File: src/rtl/reg_fwd_scoreboard_pkg.sv
// ============================================================================
// Module   : hazard_pkg
// Brief    : Shared types for the EX-stage forwarding / RAW-hazard unit.
// Revision : 1.0
// ============================================================================
`default_nettype none

package hazard_pkg;

  localparam int FWD_DATA_W = 32;
  localparam int FWD_ADDR_W = 5;

  typedef enum logic [0:0] {
    IDLE = 1'b0,
    BUSY = 1'b1
  } mc_state_e;

  typedef struct packed {
    logic                  we;
    logic                  valid;
    logic [FWD_ADDR_W-1:0] waddr;
    logic [FWD_DATA_W-1:0] wdata;
  } fwd_src_t;

endpackage

`default_nettype wire

File: src/rtl/reg_fwd_scoreboard_if.sv
// ============================================================================
// Module   : reg_fwd_scoreboard_if
// Brief    : Read-port, forwarding-source and multi-cycle issue bundle.
// Revision : 1.0
// ============================================================================
`default_nettype none

interface reg_fwd_scoreboard_if #(
  parameter int NUM_RD_PORTS = 2,
  parameter int NUM_FWD      = 2,
  parameter int DATA_W       = 32,
  parameter int ADDR_W       = 5,
  parameter int LAT_W        = 6,
  parameter int CNT_W        = 32
);

  logic [NUM_RD_PORTS-1:0]             rd_req_i;
  logic [NUM_RD_PORTS-1:0][ADDR_W-1:0] rd_addr_i;
  logic [NUM_RD_PORTS-1:0][DATA_W-1:0] rd_data_i;
  logic [NUM_FWD-1:0]                  fwd_we_i;
  logic [NUM_FWD-1:0]                  fwd_valid_i;
  logic [NUM_FWD-1:0][ADDR_W-1:0]      fwd_waddr_i;
  logic [NUM_FWD-1:0][DATA_W-1:0]      fwd_wdata_i;
  logic                                mc_issue_i;
  logic [ADDR_W-1:0]                   mc_waddr_i;
  logic [LAT_W-1:0]                    mc_lat_i;
  logic                                flush_i;
  logic [NUM_RD_PORTS-1:0][DATA_W-1:0] rd_data_o;
  logic                                stall_o;
  logic                                mc_busy_o;
  logic [CNT_W-1:0]                    stall_cnt_o;

  modport master (
    output rd_req_i, rd_addr_i, rd_data_i,
    output fwd_we_i, fwd_valid_i, fwd_waddr_i, fwd_wdata_i,
    output mc_issue_i, mc_waddr_i, mc_lat_i, flush_i,
    input  rd_data_o, stall_o, mc_busy_o, stall_cnt_o
  );

  modport slave (
    input  rd_req_i, rd_addr_i, rd_data_i,
    input  fwd_we_i, fwd_valid_i, fwd_waddr_i, fwd_wdata_i,
    input  mc_issue_i, mc_waddr_i, mc_lat_i, flush_i,
    output rd_data_o, stall_o, mc_busy_o, stall_cnt_o
  );

endinterface

`default_nettype wire

File: src/rtl/reg_fwd_scoreboard_fwd_port_sel.sv
// ============================================================================
// Module   : fwd_port_sel
// Brief    : One read port: priority forwarding select plus RAW hazard flag.
// Revision : 1.0
// ============================================================================
`default_nettype none

module fwd_port_sel
  import hazard_pkg::*;
#(
  parameter int NUM_FWD = 2
) (
  input  logic                  rd_req_i,
  input  logic [FWD_ADDR_W-1:0] rd_addr_i,
  input  logic [FWD_DATA_W-1:0] rd_data_i,
  input  fwd_src_t              src_i [NUM_FWD],
  input  logic                  sb_live_i,
  input  logic [FWD_ADDR_W-1:0] sb_addr_i,
  output logic [FWD_DATA_W-1:0] data_o,
  output logic                  hazard_o
);

  logic found;

  always_comb begin
    data_o   = rd_data_i;
    hazard_o = 1'b0;
    found    = 1'b0;
    if (rd_addr_i == '0) begin
      data_o = '0;
    end else begin
      // Index 0 is the youngest producer, so the first hit wins.
      for (int i = 0; i < NUM_FWD; i++) begin
        if (!found && src_i[i].we && (src_i[i].waddr == rd_addr_i)) begin
          found    = 1'b1;
          data_o   = src_i[i].wdata;
          hazard_o = rd_req_i && !src_i[i].valid;
        end
      end
      if (rd_req_i && sb_live_i && (sb_addr_i == rd_addr_i)) begin
        hazard_o = 1'b1;
      end
    end
  end

endmodule

`default_nettype wire

File: src/rtl/reg_fwd_scoreboard.sv
// ============================================================================
// Module   : reg_fwd_scoreboard
// Brief    : EX-stage operand forwarding, RAW stall and multi-cycle scoreboard.
// Revision : 1.0
// ============================================================================
`default_nettype none

module reg_fwd_scoreboard
  import hazard_pkg::*;
#(
  parameter int NUM_RD_PORTS = 2,
  parameter int NUM_FWD      = 2,
  parameter int DATA_W       = 32,
  parameter int ADDR_W       = 5,
  parameter int LAT_W        = 6,
  parameter int CNT_W        = 32
) (
  input  logic                 clk_i,
  input  logic                 rst_i,
  reg_fwd_scoreboard_if.slave  bus
);

  mc_state_e                           state_q, state_d;
  logic [LAT_W-1:0]                    cnt_q, cnt_d;
  logic [ADDR_W-1:0]                   busy_addr_q, busy_addr_d;
  logic [CNT_W-1:0]                    stall_cnt_q, stall_cnt_d;

  fwd_src_t                            src [NUM_FWD];
  logic [NUM_RD_PORTS-1:0][DATA_W-1:0] port_data;
  logic [NUM_RD_PORTS-1:0]             port_haz;
  logic                                sb_live;
  logic                                struct_haz;
  logic                                stall;
  logic                                issue_ok;
  logic [LAT_W-1:0]                    lat_eff;

  always_comb begin
    for (int i = 0; i < NUM_FWD; i++) begin
      src[i] = '{we:    bus.fwd_we_i[i],
                 valid: bus.fwd_valid_i[i],
                 waddr: bus.fwd_waddr_i[i],
                 wdata: bus.fwd_wdata_i[i]};
    end
  end

  // A zero destination still occupies the unit but never blocks a reader.
  assign sb_live = (state_q == BUSY) && (busy_addr_q != '0);

  generate
    for (genvar p = 0; p < NUM_RD_PORTS; p++) begin : g_port
      fwd_port_sel #(
        .NUM_FWD (NUM_FWD)
      ) u_sel (
        .rd_req_i  (bus.rd_req_i[p]),
        .rd_addr_i (bus.rd_addr_i[p]),
        .rd_data_i (bus.rd_data_i[p]),
        .src_i     (src),
        .sb_live_i (sb_live),
        .sb_addr_i (busy_addr_q),
        .data_o    (port_data[p]),
        .hazard_o  (port_haz[p])
      );
    end
  endgenerate

  assign struct_haz = bus.mc_issue_i && (state_q == BUSY) && (cnt_q != LAT_W'(1));
  assign stall      = !rst_i && ((|port_haz) || struct_haz);
  assign issue_ok   = bus.mc_issue_i && !stall;
  assign lat_eff    = (bus.mc_lat_i == '0) ? LAT_W'(1) : bus.mc_lat_i;

  always_comb begin
    state_d     = state_q;
    cnt_d       = cnt_q;
    busy_addr_d = busy_addr_q;
    stall_cnt_d = stall_cnt_q;

    if (issue_ok) begin
      state_d     = BUSY;
      cnt_d       = lat_eff;
      busy_addr_d = bus.mc_waddr_i;
    end else if (state_q == BUSY) begin
      if (cnt_q == LAT_W'(1)) begin
        state_d = IDLE;
        cnt_d   = '0;
      end else begin
        cnt_d = cnt_q - LAT_W'(1);
      end
    end

    if (bus.flush_i) begin
      state_d = IDLE;
      cnt_d   = '0;
    end

    if (stall && (stall_cnt_q != '1)) begin
      stall_cnt_d = stall_cnt_q + CNT_W'(1);
    end
  end

  always_ff @(posedge clk_i) begin
    if (rst_i) begin
      state_q     <= IDLE;
      cnt_q       <= '0;
      busy_addr_q <= '0;
      stall_cnt_q <= '0;
    end else begin
      state_q     <= state_d;
      cnt_q       <= cnt_d;
      busy_addr_q <= busy_addr_d;
      stall_cnt_q <= stall_cnt_d;
    end
  end

  assign bus.rd_data_o   = rst_i ? '0 : port_data;
  assign bus.stall_o     = stall;
  assign bus.mc_busy_o   = (state_q == BUSY);
  assign bus.stall_cnt_o = stall_cnt_q;

endmodule

`default_nettype wire
File: src/flat_wrapper.sv
// flat-port wrapper written by rule: the top's interface ports become plain ports
module reg_fwd_scoreboard_flat import hazard_pkg::*;
#(
  parameter int NUM_RD_PORTS = 2,
  parameter int NUM_FWD      = 2,
  parameter int DATA_W       = 32,
  parameter int ADDR_W       = 5,
  parameter int LAT_W        = 6,
  parameter int CNT_W        = 32
)
  (clk_i, rst_i, bus_rd_req_i, bus_rd_addr_i, bus_rd_data_i, bus_fwd_we_i, bus_fwd_valid_i, bus_fwd_waddr_i, bus_fwd_wdata_i, bus_mc_issue_i, bus_mc_waddr_i, bus_mc_lat_i, bus_flush_i, bus_rd_data_o, bus_stall_o, bus_mc_busy_o, bus_stall_cnt_o);
  reg_fwd_scoreboard_if #(.NUM_RD_PORTS(NUM_RD_PORTS), .NUM_FWD(NUM_FWD), .DATA_W(DATA_W), .ADDR_W(ADDR_W), .LAT_W(LAT_W), .CNT_W(CNT_W)) bus_i ();
  input  logic clk_i;
  input  logic rst_i;
  input wire logic [$bits(bus_i.rd_req_i)-1:0] bus_rd_req_i;
  input wire logic [$bits(bus_i.rd_addr_i)-1:0] bus_rd_addr_i;
  input wire logic [$bits(bus_i.rd_data_i)-1:0] bus_rd_data_i;
  input wire logic [$bits(bus_i.fwd_we_i)-1:0] bus_fwd_we_i;
  input wire logic [$bits(bus_i.fwd_valid_i)-1:0] bus_fwd_valid_i;
  input wire logic [$bits(bus_i.fwd_waddr_i)-1:0] bus_fwd_waddr_i;
  input wire logic [$bits(bus_i.fwd_wdata_i)-1:0] bus_fwd_wdata_i;
  input wire logic [$bits(bus_i.mc_issue_i)-1:0] bus_mc_issue_i;
  input wire logic [$bits(bus_i.mc_waddr_i)-1:0] bus_mc_waddr_i;
  input wire logic [$bits(bus_i.mc_lat_i)-1:0] bus_mc_lat_i;
  input wire logic [$bits(bus_i.flush_i)-1:0] bus_flush_i;
  output wire logic [$bits(bus_i.rd_data_o)-1:0] bus_rd_data_o;
  output wire logic [$bits(bus_i.stall_o)-1:0] bus_stall_o;
  output wire logic [$bits(bus_i.mc_busy_o)-1:0] bus_mc_busy_o;
  output wire logic [$bits(bus_i.stall_cnt_o)-1:0] bus_stall_cnt_o;
  assign bus_i.rd_req_i = bus_rd_req_i;
  assign bus_i.rd_addr_i = bus_rd_addr_i;
  assign bus_i.rd_data_i = bus_rd_data_i;
  assign bus_i.fwd_we_i = bus_fwd_we_i;
  assign bus_i.fwd_valid_i = bus_fwd_valid_i;
  assign bus_i.fwd_waddr_i = bus_fwd_waddr_i;
  assign bus_i.fwd_wdata_i = bus_fwd_wdata_i;
  assign bus_i.mc_issue_i = bus_mc_issue_i;
  assign bus_i.mc_waddr_i = bus_mc_waddr_i;
  assign bus_i.mc_lat_i = bus_mc_lat_i;
  assign bus_i.flush_i = bus_flush_i;
  assign bus_rd_data_o = bus_i.rd_data_o;
  assign bus_stall_o = bus_i.stall_o;
  assign bus_mc_busy_o = bus_i.mc_busy_o;
  assign bus_stall_cnt_o = bus_i.stall_cnt_o;
  reg_fwd_scoreboard #(.NUM_RD_PORTS(NUM_RD_PORTS), .NUM_FWD(NUM_FWD), .DATA_W(DATA_W), .ADDR_W(ADDR_W), .LAT_W(LAT_W), .CNT_W(CNT_W)) u_core (.clk_i(clk_i), .rst_i(rst_i), .bus(bus_i));
endmodule
File: config.mk
export PLATFORM = sky130hd
export DESIGN_NAME = reg_fwd_scoreboard_flat
export DESIGN_NICKNAME = d
export VERILOG_FILES = /design/src/rtl/reg_fwd_scoreboard_pkg.sv /design/src/rtl/reg_fwd_scoreboard_if.sv /design/src/rtl/reg_fwd_scoreboard_fwd_port_sel.sv /design/src/rtl/reg_fwd_scoreboard.sv /design/src/flat_wrapper.sv
export SDC_FILE = /design/constraint.sdc
export NUM_CORES = 1
export LEC_CHECK = 0
export CORE_UTILIZATION = 40
export DETAILED_ROUTE_END_ITERATION = 8
export PLACE_DENSITY = 0.84
export SYNTH_ARGS = -nofsm -noshare
export SYNTH_HDL_FRONTEND = slang
export SYNTH_HIERARCHICAL = 1
export SYNTH_SLANG_ARGS = --single-unit
File: constraint.sdc
create_clock -name clk_i -period 9.4 [get_ports clk_i]
set_clock_uncertainty 0.1 [all_clocks]
set_input_delay 1.88 -clock clk_i [delete_from_list [all_inputs] [get_ports clk_i]]
set_output_delay 1.88 -clock clk_i [all_outputs]
set_load 0.01 [all_outputs]
==> metrics.txt, run 1 <==
Setup Fix Bufs, Post-CTS 0; synth top area cells dfxtp_1, a311oi_1, nand4_1; syn_nets 897; Hold Crit Start u_core/bus.stall_cnt_o[1]; CORE AREA 0.01262 mm²; post-synth top area cell dfxtp_1; reg-to-reg endpoint u_core/bus.stall_cnt_o[14]; die footprint 0.01337 mm²; Post-synth ARST share 0%; DRT Wirelength 22170 µm; Worst-path clk slew 60 ps; Post-synth EDFFs 0; GPL Wtd Cong 0.9072; slew at the pin closest to its max-slew limit 1201 ps; DRC 0; Fmax 132.3 MHz; initial antenna violation count 0; Post-CTS Resized 0; crit path kind input pin to primary output; worst r2r path cells 10; R2R setup slack 6320 ps; worst-path maximum fanout 37; Hold Crit Class flip-flop to flip-flop; CTS Hold Bufs 0; number of antenna-violating nets in the routed design 0; die width 115.6 µm; layout cells sized above 1 4.269%; # IOs 267; Tcrit/Tclk final 80.41%; Iter 0 DRT Violations 872; clk sinks 44; drt wl/cell 19.99 µm; synth warn 6; Final Hold Fails 0; synthesized area per cell 7.126 µm²; flops & latches, synth 44; headroom to the max-slew limit 19.90%; leak pwr 2.393 nW; clock buffer depth 2; Worst R2R Start u_core/busy_addr_q[2]; Slew Limit Fails 0; number of global-route vias before repair 6222; routed via count 7027; Die H 115.6 µm; Port Buffers 266; final setup vio count 0; Synth Cell Area 0.005166 mm²; DR vias/cell 6.336; critical path data arrival time 5580 ps; gr usage total 31.72%; ys flop type dfxtp_1; nets@finish 1109; Worst EP required 7420 ps; GR Overflow Total 0; H-tree depth reported by CTS 2; Fin Setup TNS 0 ps; TritonCTS buffer count 5; Hold Path End u_core/bus.stall_cnt_o[1]; Starting Density 40.94%; TritonCTS clock tree built; largest net degree at the start of global routing 86; row count 41; Cell Pwr Density 80.69 mW/mm²; Worst setup SP type input pin; crit path time final 7559 ps; first-pass GRT wire length 33350 µm; root buffer cell clkbuf_16; Clock Latency Late Sink 290 ps; DR pass1 iterations 6; post-synthesis sequential area ratio 17.05%; library cells used by synthesis 54; Final HPWL DP 15790 µm; outcome completed; CP Capture Type primary output; Yosys top cell area share 17.05%; Layout area overhead 53.09%; Post-Synthesis Cells 725; hold_ws 412.7 ps; Hold Path Stages 2; RSZ-0062 raised after global routing no; Peak VDD IR 0.00006632 V; max-cap viol count 0; antenna cell count 0
[layer usage]
metal  part of all wire (%)  vias up  GRT usage, %
met5                      0        -             0
met1                     39     3235         40.94
li1                       -     3239             -
met4                    3.8        0         11.88
met2                     48      481         52.57
met3                    9.2       72         5.858
[per-stage QoR]
stage | setup WS, ps | total power, mW | cell area (µm²) | std cells | utilization, %
2_1_floorplan | 3697 | 0.3233 | 5166 | 725 | -
3_3_place_gp | 1895 | 0.4680 | 7771 | 1102 | 61.58
3_5_place_dp | 1838 | 0.4684 | 7771 | 1102 | 61.58
4_1_cts | 1850 | 0.6363 | 7909 | 1109 | 62.67
5_1_grt | 1594 | 0.6651 | 7909 | 1109 | 62.67
6_report | 1841 | 0.6382 | 7909 | 1109 | 62.67
[cell families after synthesis]
family,Yosys count,share of synthesized area (%)
muxes,11,2.228
buffers and inverters,84,7.919
adders and majority gates,3,0.7266
DFF,44,17.05
and+or+nand+nor,335,37.61
xor gates and xnor gates,40,7.072
AOI/OAI and AO/OA,208,27.39
[cells in the final DEF (no fill, tap or decap), types with 3 or more instances in the layout]
cell type	instances
o211ai_1	10
mux2_1	4
or4_1	8
buf_4	15
xor2_1	18
xnor2_1	20
o31ai_1	6
and2_1	4
a311oi_1	56
nand3_1	18
a211oi_1	12
nand2_1	18
o22a_1	8
a21oi_1	21
nor4_1	5
nor2b_1	68
nand4_2	5
o21ai_0	52
o2111ai_1	3
dfxtp_1	44
ha_1	3
and4_1	6
nor3_1	75
mux2i_1	7
o21ai_1	27
nand4_1	71
nor2_1	29
inv_1	9
or3_1	13
clkdlybuf4s50_1	264
clkbuf_16	5
[worst max path at each step]
stage / start / endpoint / slack [ps] / cells after the start
6_report: bus_rd_addr_i[4] / bus_stall_o / 1840 / 9
5_1_grt: bus_rd_addr_i[0] / bus_stall_o / 1590 / 9
4_1_cts: bus_rd_addr_i[4] / bus_stall_o / 1850 / 9
3_5_place_dp: bus_rd_addr_i[4] / bus_stall_o / 1840 / 9
3_3_place_gp: bus_rd_addr_i[0] / bus_stall_o / 1900 / 9
2_1_floorplan: bus_fwd_waddr_i[2] / bus_stall_o / 3700 / 7
[critical path: stages]
cell	delay [ps]
clkdlybuf4s50_1	540
xnor2_1	290
nand4_2	750
a2111o_1	630
a31oi_1	280
nor4_1	130
a211oi_1	270
buf_4	240
clkdlybuf4s50_1	560
[power breakdown]
| part | switching, mW | internal, mW |
|---|---|---|
| registers | 0.00429 | 0.190 |
| logic | 0.134 | 0.142 |
| clock network | 0.0714 | 0.0964 |
| total | 0.210 | 0.428 |
[sequential cells by signal, summed over array words and instances (netlist names)]
name                    cells
u_core/bus.stall_cnt_o     32
u_core/cnt_q                6
u_core/bus.mc_busy_o        1
u_core/busy_addr_q          5
[Yosys cell counts, drive strengths merged (4+ instances only)]
master and number:
a211oi 12, a21oi 21, a311oi 56, and2 4
and4 6, buf 44, clkbuf 31, dfxtp 44
inv 9, mux2 4, mux2i 7, nand2 20
nand3 18, nand4 77, nor2 31, nor2b 68
nor3 75, nor4 6, o211ai 10, o21ai 80
o22a 8, o31ai 6, or3 13, or4 8
xnor2 22, xor2 18
[layout make-up]
class	count	area (µm²)
sequential	44	880.8
clock inverter	2	12.51
tap	172	215.2
inverter	9	33.78
clock buffer	5	125.1
multi-input combinational	597	3881
fill	1154	4711
timing repair buffer	280	2760
Power figures use the tool's default switching activity.
==> run 2: changes to the inputs <==
- CORE_UTILIZATION: 40 -> 37
- PLACE_DENSITY: 0.84 -> 0.82
- clock period: 9.4 -> 6.9 ns (I/O delays scaled with it)
==> metrics.txt, run 2 (synthesis gave the netlist of run 1 again) <==
Slowest-stage cell, CP and4_1; most used cell, CP clkdlybuf4s50_1; leak pwr 2.428 nW (+1.5%); H-tree depth reported by CTS 2 (unchanged); power share of the clock group 30.2% (+3.9 points); drt wl/cell 20.68 µm (+3.5%); most frequent cells in the layout clkdlybuf4s50_1, nor3_1, nand4_1, nor2b_1, a311oi_1; slew at the pin closest to its max-slew limit 932.4 ps (-269.1 ps); max-cap viol count 0 (unchanged); DR pass1 iterations 5 (-1); Layout area overhead 54.42%; internal power 0.6253 mW (+46%); final setup vio count 0 (unchanged); gr usage total 30.65% (-1.1 points); Peak VDD IR 0.0001357 V (+100%); clk sinks 44 (unchanged); # IOs 267 (unchanged); crit path time final 5997 ps; most common cell after layout, fill and taps aside clkdlybuf4s50_1; Fmax 166.7 MHz; layout cells sized above 1 4.777% (+0.51 points); outcome completed; Hold Crit Class flip-flop to flip-flop; routed via count 7182 (+2.2%); headroom to the max-slew limit 37.84% (+18 points); Worst setup SP type input pin; RSZ-0062 raised after global routing no; Die H 120.2 µm (+3.9%); Starting Density 38.40% (-2.5 points); Port Buffers 266 (unchanged); first-pass GRT wire length 35260 µm (+5.7%); number of global-route vias before repair 6702 (+7.7%); Worst EP required 5420 ps (-2000 ps); Largest register FFs 32 (unchanged); worst-path maximum fanout 19 (-49%); GPL Wtd Cong 1.001 (+10%); Sequential Power Share 28.5% (-1.9 points); Setup Fix Bufs, Post-CTS 0 (unchanged); TritonCTS buffer count 5 (unchanged); DR vias/cell 6.424 (+1.4%); Fin Setup TNS 0 ps (unchanged); crit path kind input pin to primary output; DRC 0 (unchanged); critical path data arrival time 4520 ps (-1060 ps); Psw 0.3003 mW (+43%); die footprint 0.01444 mm² (+8.0%); clock buffer depth 2 (unchanged); antenna cell count 0 (unchanged); combinational group share of total power 41.2% (-2.1 points); Iter 0 DRT Violations 828 (-5.0%); Final HPWL DP 16510 µm (+4.5%); row count 42 (+2.4%); Cell Pwr Density 116.0 mW/mm² (+44%); # fillers 1233 (+6.8%); Sw Ratio 32.45% (-0.47 points); TritonCTS clock tree built; root buffer cell clkbuf_16; largest net degree at the start of global routing 61 (-29%); slowest stage delay, CP 850 ps (+100 ps); Final Hold Fails 0 (unchanged); CTS Hold Bufs 0 (unchanged); Tcrit/Tclk final 86.92%; hold_ws 413.2 ps (+0.5640 ps); CORE AREA 0.01345 mm² (+6.6%); number of antenna-violating nets in the routed design 0 (unchanged); Slew Limit Fails 0 (unchanged); Post-CTS Resized 0 (unchanged); CP Capture Type primary output; DRT Wirelength 23120 µm (+4.3%); Worst-path clk slew 70 ps (about the same); worst-path cell chain clkdlybuf4s50_1, xnor2_1, and4_1, buf_4, nand4_1, a311oi_1, nor2b_1, clkdlybuf4s50_1; initial antenna violation count 0 (unchanged); Clock Latency Late Sink 290 ps (about the same); GR Overflow Total 0 (unchanged); die width 120.2 µm (+3.9%); nets@finish 1113 (+0.36%); Power Total 0.9256 mW (+45%)
-- run 2: cell type report --
| class | count | area, µm² | share of cell area, % |
|---|---|---|---|
| flip-flops and latches | 44 | 880.8 | 11.04 |
| multi-input cells | 597 | 3881 | 48.65 |
| clock buffers | 5 | 125.1 | 1.568 |
| repair buffers | 284 | 2790 | 34.97 |
| well taps | 176 | 220.2 | 2.760 |
| clock inverters | 3 | 46.29 | 0.5803 |
| inverters | 9 | 33.78 | 0.4235 |
-- run 2: worst max-delay path, delay by kind of cell --
kind | cells | cell delay (ps)
AND/OR/NAND/NOR | 3 | 1130
XOR/XNOR | 1 | 300
AO/OA/AOI/OAI | 1 | 310
buffers and inverters | 3 | 1380
-- run 2: worst paths after layout --
path	start	to	slack, ps	cells past startpoint
max	bus_rd_addr_i[0]	bus_rd_data_o[2]	900	8
min	u_core/bus.stall_cnt_o[14]	u_core/bus.stall_cnt_o[14]	410	2
max reg2reg	u_core/busy_addr_q[0]	u_core/busy_addr_q[1]	3830	9
min reg2reg	u_core/bus.stall_cnt_o[14]	u_core/bus.stall_cnt_o[14]	410	2
-- run 2: layer usage --
metal / global-route usage [%] / share of wire, % / up-vias
li1: - / - / 3244
met1: 37.26 / 37 / 3315
met2: 49.60 / 46 / 518
met3: 6.654 / 11 / 105
met4: 17.58 / 6.0 / 0
met5: 0 / 0 / -
-- run 2: power by group through the flow --
stage / Combinational, mW / Clock [mW] / Sequential, mW
floorplan: 0.172 / 0 / 0.268
global placement: 0.372 / 0 / 0.270
detailed placement: 0.373 / 0 / 0.270
CTS: 0.375 / 0.286 / 0.264
global route: 0.403 / 0.293 / 0.265
finish: 0.382 / 0.280 / 0.264
-- run 2: metrics by stage --
| step | area (µm²) | cells | util [%] | setup slack, ps |
|---|---|---|---|---|
| 6_report | 7978 | 1118 | 59.30 | 902.6 |
| 5_1_grt | 7978 | 1118 | 59.30 | 812.5 |
| 4_1_cts | 7978 | 1118 | 59.30 | 1030 |
| 3_5_place_dp | 7806 | 1110 | 58.03 | 1048 |
| 3_3_place_gp | 7806 | 1110 | 58.03 | 1079 |
| 2_1_floorplan | 5166 | 725 | - | 2197 |
==> run 3: changes to the inputs <==
- CORE_MARGIN: not set -> 1
==> results of run 3 <==
No change in the layout: final DEF, timing and power equal those of run 2.
